[config.mk]
export PLATFORM = sky130hd
export DESIGN_NAME = tile_config_ctrl
export DESIGN_NICKNAME = d
export VERILOG_FILES = /design/src/rtl/tile_cfg_pkg.sv /design/src/rtl/cfg_word_serializer.sv /design/src/rtl/tile_config_ctrl.sv
export SDC_FILE = /design/constraint.sdc
export NUM_CORES = 1
export LEC_CHECK = 0
export ABC_AREA = 1
export CAP_MARGIN = 10
export CORE_MARGIN = 5
export CORE_UTILIZATION = 59
export DETAILED_ROUTE_END_ITERATION = 10
export GPL_TIMING_DRIVEN = 0
export PLACE_DENSITY = 0.89
export REMOVE_ABC_BUFFERS = 1
export SLEW_MARGIN = 20
export SYNTH_ARGS = -nofsm -noshare
export SYNTH_HDL_FRONTEND = slang
export SYNTH_SLANG_ARGS = --single-unit
[constraint.sdc]
create_clock -name clk -period 2.1 [get_ports clk]
set_input_delay 0.525 -clock clk [delete_from_list [all_inputs] [get_ports clk]]
set_output_delay 0.525 -clock clk [all_outputs]
set_load 0.02 [all_outputs]
[src/rtl/tile_cfg_pkg.sv]
// Shared tile configuration types and default chain lengths.
// The array-level loader and tile_config_ctrl both derive sizes from here.
package tile_cfg_pkg;

    typedef enum logic [2:0] {
        IDLE,
        LOAD_CLB,
        LOAD_CONN,
        FLUSH,
        DONE
    } cfg_state_t;

    localparam int CHAN_WIDTH     = 4;
    localparam int NUM_BLE        = 1;
    localparam int LUT_K          = 4;
    localparam int CONN_SEL_WIDTH = 3;

    // LUT truth table plus FF-bypass and output-mux bits per BLE
    localparam int BLE_BITS = (1 << LUT_K) + 2;
    localparam int SB_BITS  = 2 * CHAN_WIDTH * CONN_SEL_WIDTH;
    localparam int CB_BITS  = CHAN_WIDTH * CONN_SEL_WIDTH;

    localparam int CLB_CHAIN_LEN_DEF  = NUM_BLE * BLE_BITS;
    localparam int CONN_CHAIN_LEN_DEF = SB_BITS + 2 * CB_BITS;
    localparam int WORD_WIDTH_DEF     = 8;
    localparam int CNT_WIDTH_DEF      = 16;

endpackage

[src/rtl/cfg_word_serializer.sv]
// Word buffer that turns accepted bitstream words into an LSB-first bit stream.
// Residual bits are dropped on discard so each chain begins on a fresh word.
module cfg_word_serializer #(
    parameter int WORD_WIDTH = 8,
    parameter int CNT_WIDTH  = 16
) (
    input  logic                  clk,
    input  logic                  rst,
    input  logic                  active,
    input  logic                  rem_nz,
    input  logic                  discard,
    input  logic [WORD_WIDTH-1:0] din,
    input  logic                  din_valid,
    output logic                  din_ready,
    output logic                  shift,
    output logic                  bit_out
);

    logic [WORD_WIDTH-1:0] buf_q;
    logic [CNT_WIDTH-1:0]  buf_cnt;
    logic                  has_bits;
    logic                  use_buf;
    logic                  accept;

    assign has_bits  = (buf_cnt != '0);
    assign din_ready = active && !has_bits && rem_nz;
    assign accept    = din_valid && din_ready;
    assign use_buf   = active && has_bits && rem_nz;
    assign shift     = use_buf || accept;
    assign bit_out   = use_buf ? buf_q[0] : din[0];

    always_ff @(posedge clk or posedge rst) begin
        if (rst) begin
            buf_q   <= '0;
            buf_cnt <= '0;
        end else if (discard) begin
            buf_q   <= '0;
            buf_cnt <= '0;
        end else if (use_buf) begin
            buf_q   <= buf_q >> 1;
            buf_cnt <= buf_cnt - CNT_WIDTH'(1);
        end else if (accept) begin
            buf_q   <= din >> 1;
            buf_cnt <= CNT_WIDTH'(WORD_WIDTH - 1);
        end
    end

endmodule

[src/rtl/tile_config_ctrl.sv]
// Tile configuration sequencer: loads the CLB chain, then the connection
// chain, from a word stream, with registered scan outputs.
module tile_config_ctrl
    import tile_cfg_pkg::*;
#(
    parameter int WORD_WIDTH     = WORD_WIDTH_DEF,
    parameter int CLB_CHAIN_LEN  = CLB_CHAIN_LEN_DEF,
    parameter int CONN_CHAIN_LEN = CONN_CHAIN_LEN_DEF,
    parameter int CNT_WIDTH      = CNT_WIDTH_DEF
) (
    input  logic                  clk,
    input  logic                  rst,
    input  logic                  start,
    input  logic                  abort,
    input  logic [WORD_WIDTH-1:0] din,
    input  logic                  din_valid,
    output logic                  din_ready,
    output logic                  clb_scan_in,
    output logic                  clb_scan_en,
    output logic                  conn_scan_in,
    output logic                  conn_scan_en,
    output logic                  busy,
    output logic                  done
);

    cfg_state_t           state, state_n;
    logic [CNT_WIDTH-1:0] rem, rem_n;
    logic                 clb_in_n, clb_en_n;
    logic                 conn_in_n, conn_en_n;
    logic                 done_n;
    logic                 load;
    logic                 shift;
    logic                 bit_out;
    logic                 last;
    logic                 discard;

    assign load    = (state == LOAD_CLB) || (state == LOAD_CONN);
    assign last    = shift && (rem == CNT_WIDTH'(1));
    assign discard = abort || last;
    assign busy    = load || (state == FLUSH);

    cfg_word_serializer #(
        .WORD_WIDTH (WORD_WIDTH),
        .CNT_WIDTH  (CNT_WIDTH)
    ) u_ser (
        .clk       (clk),
        .rst       (rst),
        .active    (load),
        .rem_nz    (rem != '0),
        .discard   (discard),
        .din       (din),
        .din_valid (din_valid),
        .din_ready (din_ready),
        .shift     (shift),
        .bit_out   (bit_out)
    );

    always_ff @(posedge clk or posedge rst) begin
        if (rst) begin
            state        <= IDLE;
            rem          <= '0;
            clb_scan_in  <= 1'b0;
            clb_scan_en  <= 1'b0;
            conn_scan_in <= 1'b0;
            conn_scan_en <= 1'b0;
            done         <= 1'b0;
        end else begin
            state        <= state_n;
            rem          <= rem_n;
            clb_scan_in  <= clb_in_n;
            clb_scan_en  <= clb_en_n;
            conn_scan_in <= conn_in_n;
            conn_scan_en <= conn_en_n;
            done         <= done_n;
        end
    end

    always_comb begin
        state_n   = state;
        rem_n     = rem;
        clb_in_n  = clb_scan_in;
        clb_en_n  = 1'b0;
        conn_in_n = conn_scan_in;
        conn_en_n = 1'b0;
        done_n    = done;
        unique case (state)
            IDLE, DONE: begin
                if (start) begin
                    state_n = LOAD_CLB;
                    rem_n   = CNT_WIDTH'(CLB_CHAIN_LEN);
                    done_n  = 1'b0;
                end
            end
            LOAD_CLB: begin
                if (shift) begin
                    clb_en_n = 1'b1;
                    clb_in_n = bit_out;
                    rem_n    = rem - CNT_WIDTH'(1);
                    if (last) begin
                        state_n = LOAD_CONN;
                        rem_n   = CNT_WIDTH'(CONN_CHAIN_LEN);
                    end
                end
            end
            LOAD_CONN: begin
                if (shift) begin
                    conn_en_n = 1'b1;
                    conn_in_n = bit_out;
                    rem_n     = rem - CNT_WIDTH'(1);
                    if (last) begin
                        state_n = FLUSH;
                    end
                end
            end
            FLUSH: begin
                state_n = DONE;
                done_n  = 1'b1;
            end
            default: state_n = IDLE;
        endcase
        // abort outranks start and any in-flight shift
        if (abort) begin
            state_n   = IDLE;
            rem_n     = '0;
            clb_en_n  = 1'b0;
            conn_en_n = 1'b0;
            done_n    = 1'b0;
        end
    end

endmodule

======== Word-level counts from Yosys, hierarchy flattened ========
Index checks and enable logic that the tools add are counted.
word-level totals
  flip-flop bits (word level) ............. 48
  bits of input ports ..................... 13
  output and inout port bits .............. 7
  word-level logic and storage cells ...... 72
operators by class
  add/subtract/negate cells ............... 2
  eq/ne operators ......................... 10
  muxes and demuxes ....................... 28
  reduce and logical (&&, ||, !) cells .... 23
operator list
  cell                                                  number
  2-to-1 mux 16 bit                                     8
  one-hot mux 16 bit (3 select lines)                   1
  nonzero test 16 bit                                   2
  subtractor 16 x 1 -> 16 bit, second input constant    2
  2-to-1 mux 8 bit                                      3
  2-to-1 mux 3 bit                                      6
  equality test 16 x 1 -> 1 bit, second input constant  1
  != test 3 bit, second input constant                  5
  one-hot mux 3 bit (4 select lines)                    1
  2-to-1 mux 1 bit                                      8
  equality test 3 x 2 -> 1 bit, second input constant   2
  logical AND 1 bit                                     6
  AND reduction 2 bit                                   3
  nonzero test 3 bit                                    2
  AND reduction 5 bit                                   1
  logical OR 1 bit                                      4
  AND reduction 4 bit                                   1
  nonzero test 4 bit                                    1
  equality test 3 x 1 -> 1 bit, second input constant   1
  equality test 3 bit, second input constant            1
  logical NOT 3 bit                                     1
  one-hot mux 1 bit (2 select lines)                    1
  OR reduction 2 bit                                    1
  logical NOT 1 bit                                     1

======== Depth between registers and ports, before layout ========
Gate-level depths: netlist (run 1).
  word-level depth ........................ 11
  gate-level depth with buffers ........... 12
  gate-level depth less buffers ........... 11

======== By module ========
From an unflattened synthesis (run 1), not the netlist that was laid out.
unflattened totals
  cells, all modules ...................... 430
  area total of the unflattened synthesis .. 2931.6 µm²
by module, submodules not included
  module               instances  cells each  area an instance (µm²)  sequential area each (µm²)
  tile_config_ctrl     1          228         1478.9                  600.6
  cfg_word_serializer  1          202         1452.6                  575.6

======== Worst setup path after synthesis (run 1) ========
Ideal clock, no wire load.
  path kind ............................... register -> output
  start ................................... reg u_ser.buf_cnt[0]
  end ..................................... out din_ready
  arrival ................................. 1572 ps
  required time ........................... 1575 ps
  slack ................................... 3 ps
  cell stages (with the launch flop) ...... 7
  path buffers ............................ 0
  cell sequence ........................... dfrtp_1 inv_1 ha_1 nand3_1 nor2_1 nand2_1 a211oi_1
between the ends
  longest elaborated chain between the ends .. 4
ends and longest elaborated chain
  what                             RTL line                   text
  from (decl)                      cfg_word_serializer.sv:20  logic [CNT_WIDTH-1:0] buf_cnt;
  from (signal assigned)           cfg_word_serializer.sv:41  buf_cnt <= buf_cnt - CNT_WIDTH'(1);
  from (signal assigned)           cfg_word_serializer.sv:44  buf_cnt <= CNT_WIDTH'(WORD_WIDTH - 1);
  nonzero test 16 bit              cfg_word_serializer.sv:25  assign has_bits = (buf_cnt != '0);
  logical NOT 1 bit                cfg_word_serializer.sv:26  assign din_ready = active && !has_bits && rem_nz;
  logical AND 1 bit (2 in series)  cfg_word_serializer.sv:26
  to (decl)                        tile_config_ctrl.sv:17     output logic din_ready,
No other way between the ends.

======== Final worst setup path (run 1) ========
  start ................................... reg u_ser.buf_cnt[12]
  end ..................................... out din_ready
The elaborated chain is that of the path after synthesis.

==> results of run 1 <==
cells by family (layout without fill, tap and decap cells):
family          count (synthesis)  after routing
buf+inv                        53             84
compound gates                 39             39
xor+xnor                       18             18
flops                          47             47
simple gates                  256            256
fa+ha+maj                       3              3
registers in the layout (all words and copies together), names as in the netlist:
name / cells
clb_scan_in: 1
rem: 16
conn_scan_in: 1
u_ser.buf_cnt: 16
u_ser.buf_q: 7
conn_scan_en: 1
state: 3
clb_scan_en: 1
done: 1
worst max path at each step:
stage,start,to,cells after the start
floorplan,u_ser.buf_cnt[0]$_DFFE_PP0P_,din_ready,6
global placement,u_ser.buf_cnt[0]$_DFFE_PP0P_,din_ready,7
detailed placement,u_ser.buf_cnt[0]$_DFFE_PP0P_,din_ready,7
CTS,u_ser.buf_cnt[14]$_DFFE_PP0P_,din_ready,6
global route,u_ser.buf_cnt[9]$_DFFE_PP0P_,din_ready,6
finish,u_ser.buf_cnt[12]$_DFFE_PP0P_,din_ready,6
worst reg2reg max path, delay by kind of cell (launching register included):
kind / cells / cell delay [ns]
DFF: 1 / 0.45
and+or+nand+nor: 9 / 1.45
per-stage QoR:
step / hold WS [ns] / worst slack, ns / area, sq um / std cells / setup TNS, ns
3_3_place_gp: 0.455 / -0.533 / 3240 / 496 / -33.20
5_1_grt: 0.509 / -0.162 / 3590 / 517 / -0.293
3_5_place_dp: 0.465 / -0.544 / 3260 / 497 / -11.09
2_1_floorplan: 0.449 / 0.00306 / 2960 / 407 / 0
6_report: 0.485 / -0.0772 / 3590 / 517 / -0.0772
4_1_cts: 0.489 / -0.128 / 3470 / 508 / -0.128
cell usage after synthesis (all sizes together):
master  instances  share of area, %
o21ai          26               4.3
nand2         142                19
and2            1              0.21
and3            1              0.21
nor3            6              0.99
buf             8               2.6
or2             2              0.41
a21oi           6               1.7
xor2           16               4.6
xnor2           2              0.58
o22ai           2              0.41
dfrtp          47                39
nor3b           1              0.25
o21bai          1              0.25
a211oi          2              0.49
nor2           59               7.9
nand3          35               8.1
a21boi          1              0.25
inv            44               5.4
o31ai           1              0.25
clkbuf          1              0.12
ha              3               1.2
nand4           9               1.9
final cells by class:
cell class / count / area [sq um]
Multi-Input combinational cell: 316 / 1720
Clock inverter: 3 / 43.8
Inverter: 44 / 174
Fill cell: 388 / 1450
Timing Repair Buffer: 32 / 315
Tap cell: 70 / 87.6
Sequential cell: 47 / 1180
Clock buffer: 5 / 68.8
metal layers:
layer / global-route usage [%] / share of wire (%) / up-vias
met5: 0 / 0 / -
met4: 8.31 / 2.6 / 0
met3: 4.28 / 6.2 / 15
met2: 37.7 / 48 / 100
met1: 29.7 / 44 / 1328
li1: - / - / 1382
repair_timing:
action                                  CTS  global route
buffers inserted                          3             9
pin swaps                                 4             3
endpoints found under the setup margin   24            36
resized for setup                        26            14
endpoints found under the hold margin     0             0
==> impl_metrics.yaml, run 1 <==
status:
  status: "complete, but fails checks"
  violations: "negative setup slack"
flow_run:
  drv_cap: 0
clock_tree:
  cts-root-buf: "clkbuf_8"
  numCtsBuffers: 5
  cts_tree: "yes"
  htreeDepth: 2
  cts.sinks: 47
  worstSkewPairLatency_ns: 0.32
  ctsHoldBuffers: 0
  clock_path_buffers: 2
  cts.clk_slew.worst_paths_ns: 0.10
timing:
  finalClockSkew_ns: 0.0103
  max_slew_margin_pct: 65.0
  max_clock_freq_mhz: 459
  fin_crit_ns: 2.18
  worst_pin_slew_ns: 0.524
  rsz0062_at_grt: "true"
  finalHoldViolations: 0
  final-setup-viol-count: 1
  fin_ws_ns: -0.0772
  maxSlewViolCount: 0
  min_period_over_period_pct: 104
hold_path:
  hold_path.class: "flop to flop"
  hold_depth: 2
  holdPathEnd: "u_ser.buf_q[3]$_DFFE_PP0P_"
  worstHoldStart: "u_ser.buf_q[3]$_DFFE_PP0P_"
routing:
  postRouteAntennaNets: 0
  drc: 0
  drtIter0Drc: 287
  vias_per_cell: 5.46
  routed_wl_um: 7210
  wire_per_inst_um: 13.9
  drt_pass1_iterations: 5
  num_vias: 2825
worst_setup_path:
  ff2ff_path_depth: 9
  cp-end-kind: "output port"
  critPathBufInv: 1
  start_kind: "flop"
  cp_max_fo: 5
  crit_slowest_cell: "dfrtp_1"
  cpLargestDelayFamily: "simple AND/OR/NAND/NOR gates"
  worstReg2RegStart: "rem[8]$_DFFE_PP0P_"
  crit_type: "flop to output port"
  required_ns: 1.57
  rrSetupSlack_ns: 0.10
  r2r_end: "rem[13]$_DFFE_PP0P_"
  cp_cell_sequence: "nor2_1, nand3_2, nor2_4, nand2_2, a211oi_2, buf_4"
  worst_path_largest_cell_delay_ns: 0.45
  cp.arrival_ns: 1.65
finish:
  post-route-util_pct: 71.2
  final_common_cell: "nand2_1"
  final_cell_mix: "133 x nand2_1, 48 x nor2_1, 45 x dfrtp_1"
  antennaDiodeCount: 0
  drive_gt1_share_pct: 16.3
  area_growth_pct: 18.1
  fin_nets: 462
floorplan:
  num_rows: 26
  start_util_pct: 60.3
  die_width_um: 81.8
  die_y_um: 81.8
  io_pins: 20
  die_area_sq_um: 6690
  core_area_sq_um: 5040
logic_synthesis:
  synth-compound-area-share_pct: 7.65
  synth_top_family_by_area: "simple AND/OR/NAND/NOR gates"
  yosysWarnings: 0
  ys_seq_area_share_pct: 38.7
  synthSimpleGateAreaFrac_pct: 39.2
  synth_fa_ha_area_share_pct: 1.23
  synth_xor_area_share_pct: 5.18
  syn_inst: 416
  syn_area_sq_um: 3040
  ys_seq_elements: 47
  synth_cell_type_count: 33
  avgSynthCellArea_sq_um: 7.31
  muxShareOfSynthArea_pct: 0
global_route:
  grt_max_degree: 26
  grt_util_all_layers_pct: 22.8
  grt-ovfl-total: 0
  first_global_vias: 2566
  antenna_found_initial: 0
  grt_pass1_wl_um: 11700
place:
  io_buffers: 19
  hpwlAfterDp_um: 4730
  gp_congestion: 0.898
Power of run 1 is left out: the tool's default activity adds up to more than one toggle a clock period on the data nets, which glitch-free logic cannot reach.
==> inputs of run 2 (changes only) <==
--- a/config.mk
+++ b/config.mk
@@ -7,7 +7,6 @@
 export LEC_CHECK = 0
 export ABC_AREA = 1
 export CAP_MARGIN = 10
-export CORE_MARGIN = 5
 export CORE_UTILIZATION = 59
 export DETAILED_ROUTE_END_ITERATION = 10
 export GPL_TIMING_DRIVEN = 0
==> run 2 against run 1 <==
Against the previous run: the flow still finishes with violations (negative setup slack); design area increased by 2.2%; final cell count rose by 1.7%; global-route usage grew 4.6 points; critical path depth unchanged; worst hold slack gained 0.0026 ns; wire length up 6.4%; critical endpoint unchanged.
==> impl_metrics.yaml, run 2 (same netlist as run 1, synthesis figures left out) <==
status:
  status: "complete, but fails checks"
  violations: "negative setup slack"
timing:
  fin_ws_ns: -0.0877
  fin_crit_ns: 2.19
  max_clock_freq_mhz: 457
  rsz0062_at_grt: "true"
  finalClockSkew_ns: 0.0109
  max_slew_margin_pct: 64.3
  finalHoldViolations: 0
  worst_pin_slew_ns: 0.535
  final-setup-viol-count: 2
  min_period_over_period_pct: 104
  maxSlewViolCount: 0
routing:
  postRouteAntennaNets: 0
  vias_per_cell: 5.69
  routed_wl_um: 7670
  wire_per_inst_um: 14.6
  drtIter0Drc: 397
  drt_pass1_iterations: 5
  num_vias: 2993
  drc: 0
clock_tree:
  cts-root-buf: "clkbuf_8"
  cts.clk_slew.worst_paths_ns: 0.10
  worstSkewPairLatency_ns: 0.31
  cts.sinks: 47
  numCtsBuffers: 5
  cts_tree: "yes"
  htreeDepth: 2
  clock_path_buffers: 2
finish:
  instances_no_fill: 526
  multi_input_area_sq_um: 1720
  final_cell_mix: "133 x nand2_1, 47 x nor2_1, 44 x dfrtp_1"
  seqCellArea_sq_um: 1180
  final_common_cell: "nand2_1"
  post-route-util_pct: 75.7
  nFillCells: 312
  antennaDiodeCount: 0
  fin_nets: 474
  area_growth_pct: 20.7
  largestRegisters: "rem (16), u_ser.buf_cnt (16), u_ser.buf_q (7)"
  drive_gt1_share_pct: 19.0
floorplan:
  io_pins: 20
  core_area_sq_um: 4850
  die_area_sq_um: 5450
  die_width_um: 73.8
  start_util_pct: 62.7
  num_rows: 25
  die_y_um: 73.8
place:
  hpwlAfterDp_um: 4520
  post-place-cells: 494
  preCtsSetupSlack_ns: -0.519
  gp_congestion: 0.887
  io_buffers: 19
global_route:
  grt_max_degree: 26
  grt-ovfl-total: 0
  grt_util_all_layers_pct: 27.4
  first_global_vias: 2516
  grt_pass1_wl_um: 11400
  antenna_found_initial: 0
worst_setup_path:
  cp_cell_sequence: "nor2_2, nand2_1, nor2_4, nand2_4, a211oi_2, buf_4"
  cp.arrival_ns: 1.66
  crit_slowest_cell: "dfrtp_2"
  required_ns: 1.57
  crit_start: "u_ser.buf_cnt[9]$_DFFE_PP0P_"
  cp-end-kind: "output port"
  cp_max_fo: 3
  worst_path_largest_cell_delay_ns: 0.43
  start_kind: "flop"
  crit_type: "flop to output port"
  worstReg2RegStart: "u_ser.buf_cnt[9]$_DFFE_PP0P_"
hold_path:
  hold_path.class: "flop to flop"
  worstHoldStart: "rem[1]$_DFFE_PP0P_"
flow_run:
  drv_cap: 0
## run 2: path summary, 6_finish.rpt
check | endpoint | cells after the start | slack (ns)
setup / recovery | din_ready | 6 | -0.09
min in group asynchronous | state[2]$_DFFE_PP0P_ | 2 | 0.56
max in group asynchronous | u_ser.buf_cnt[9]$_DFFE_PP0P_ | 3 | 1.02
hold / removal | rem[1]$_DFFE_PP0P_ | 2 | 0.49
hold reg to reg | rem[1]$_DFFE_PP0P_ | 2 | 0.49
setup reg to reg | u_ser.buf_cnt[3]$_DFFE_PP0P_ | 10 | -0.08
## run 2: layer usage
metal	part of all wire [%]	up-vias	wire, um	GRT usage [%]
li1	-	1403	-	-
met1	40	1405	3080	35.8
met5	0	-	0	0
met4	2.2	0	167	9.19
met3	8.7	25	664	4.53
met2	49	160	3760	46.0
## run 2: what timing repair did
action / in CTS / in global routing
buffers inserted: 1 / 23
pin swaps: 1 / 9
hold buffers: 0 / 0
endpoints found under the setup margin: 28 / 43
resized for setup: 20 / 21
## run 2: final cells by class
cell class / count / area share (%)
clock inverter: 2 / 0.954
timing repair buffer: 44 / 10.7
tap: 67 / 2.28
sequential: 47 / 32.1
inverter: 44 / 4.74
multi-input combinational: 316 / 47.0
clock buffer: 6 / 2.25
## run 2: through the flow
stage                     hold WS, ns  instance area (sq um)  TNS, ns
after detailed placement        0.468                   3250   -12.31
final                           0.488                   3670   -0.166
after global routing            0.517                   3670   -0.554
after floorplan                 0.449                   2960        0
after CTS                       0.492                   3430   -0.163
after global placement          0.455                   3230   -32.63
## run 2: critical path: cells and delay by family, from the launching register on
family          cells  cell delay (ns)
simple gates        4             0.54
flops               1             0.43
buf+inv             1             0.19
compound gates      1             0.20
Power of run 2 is left out for the same reason.
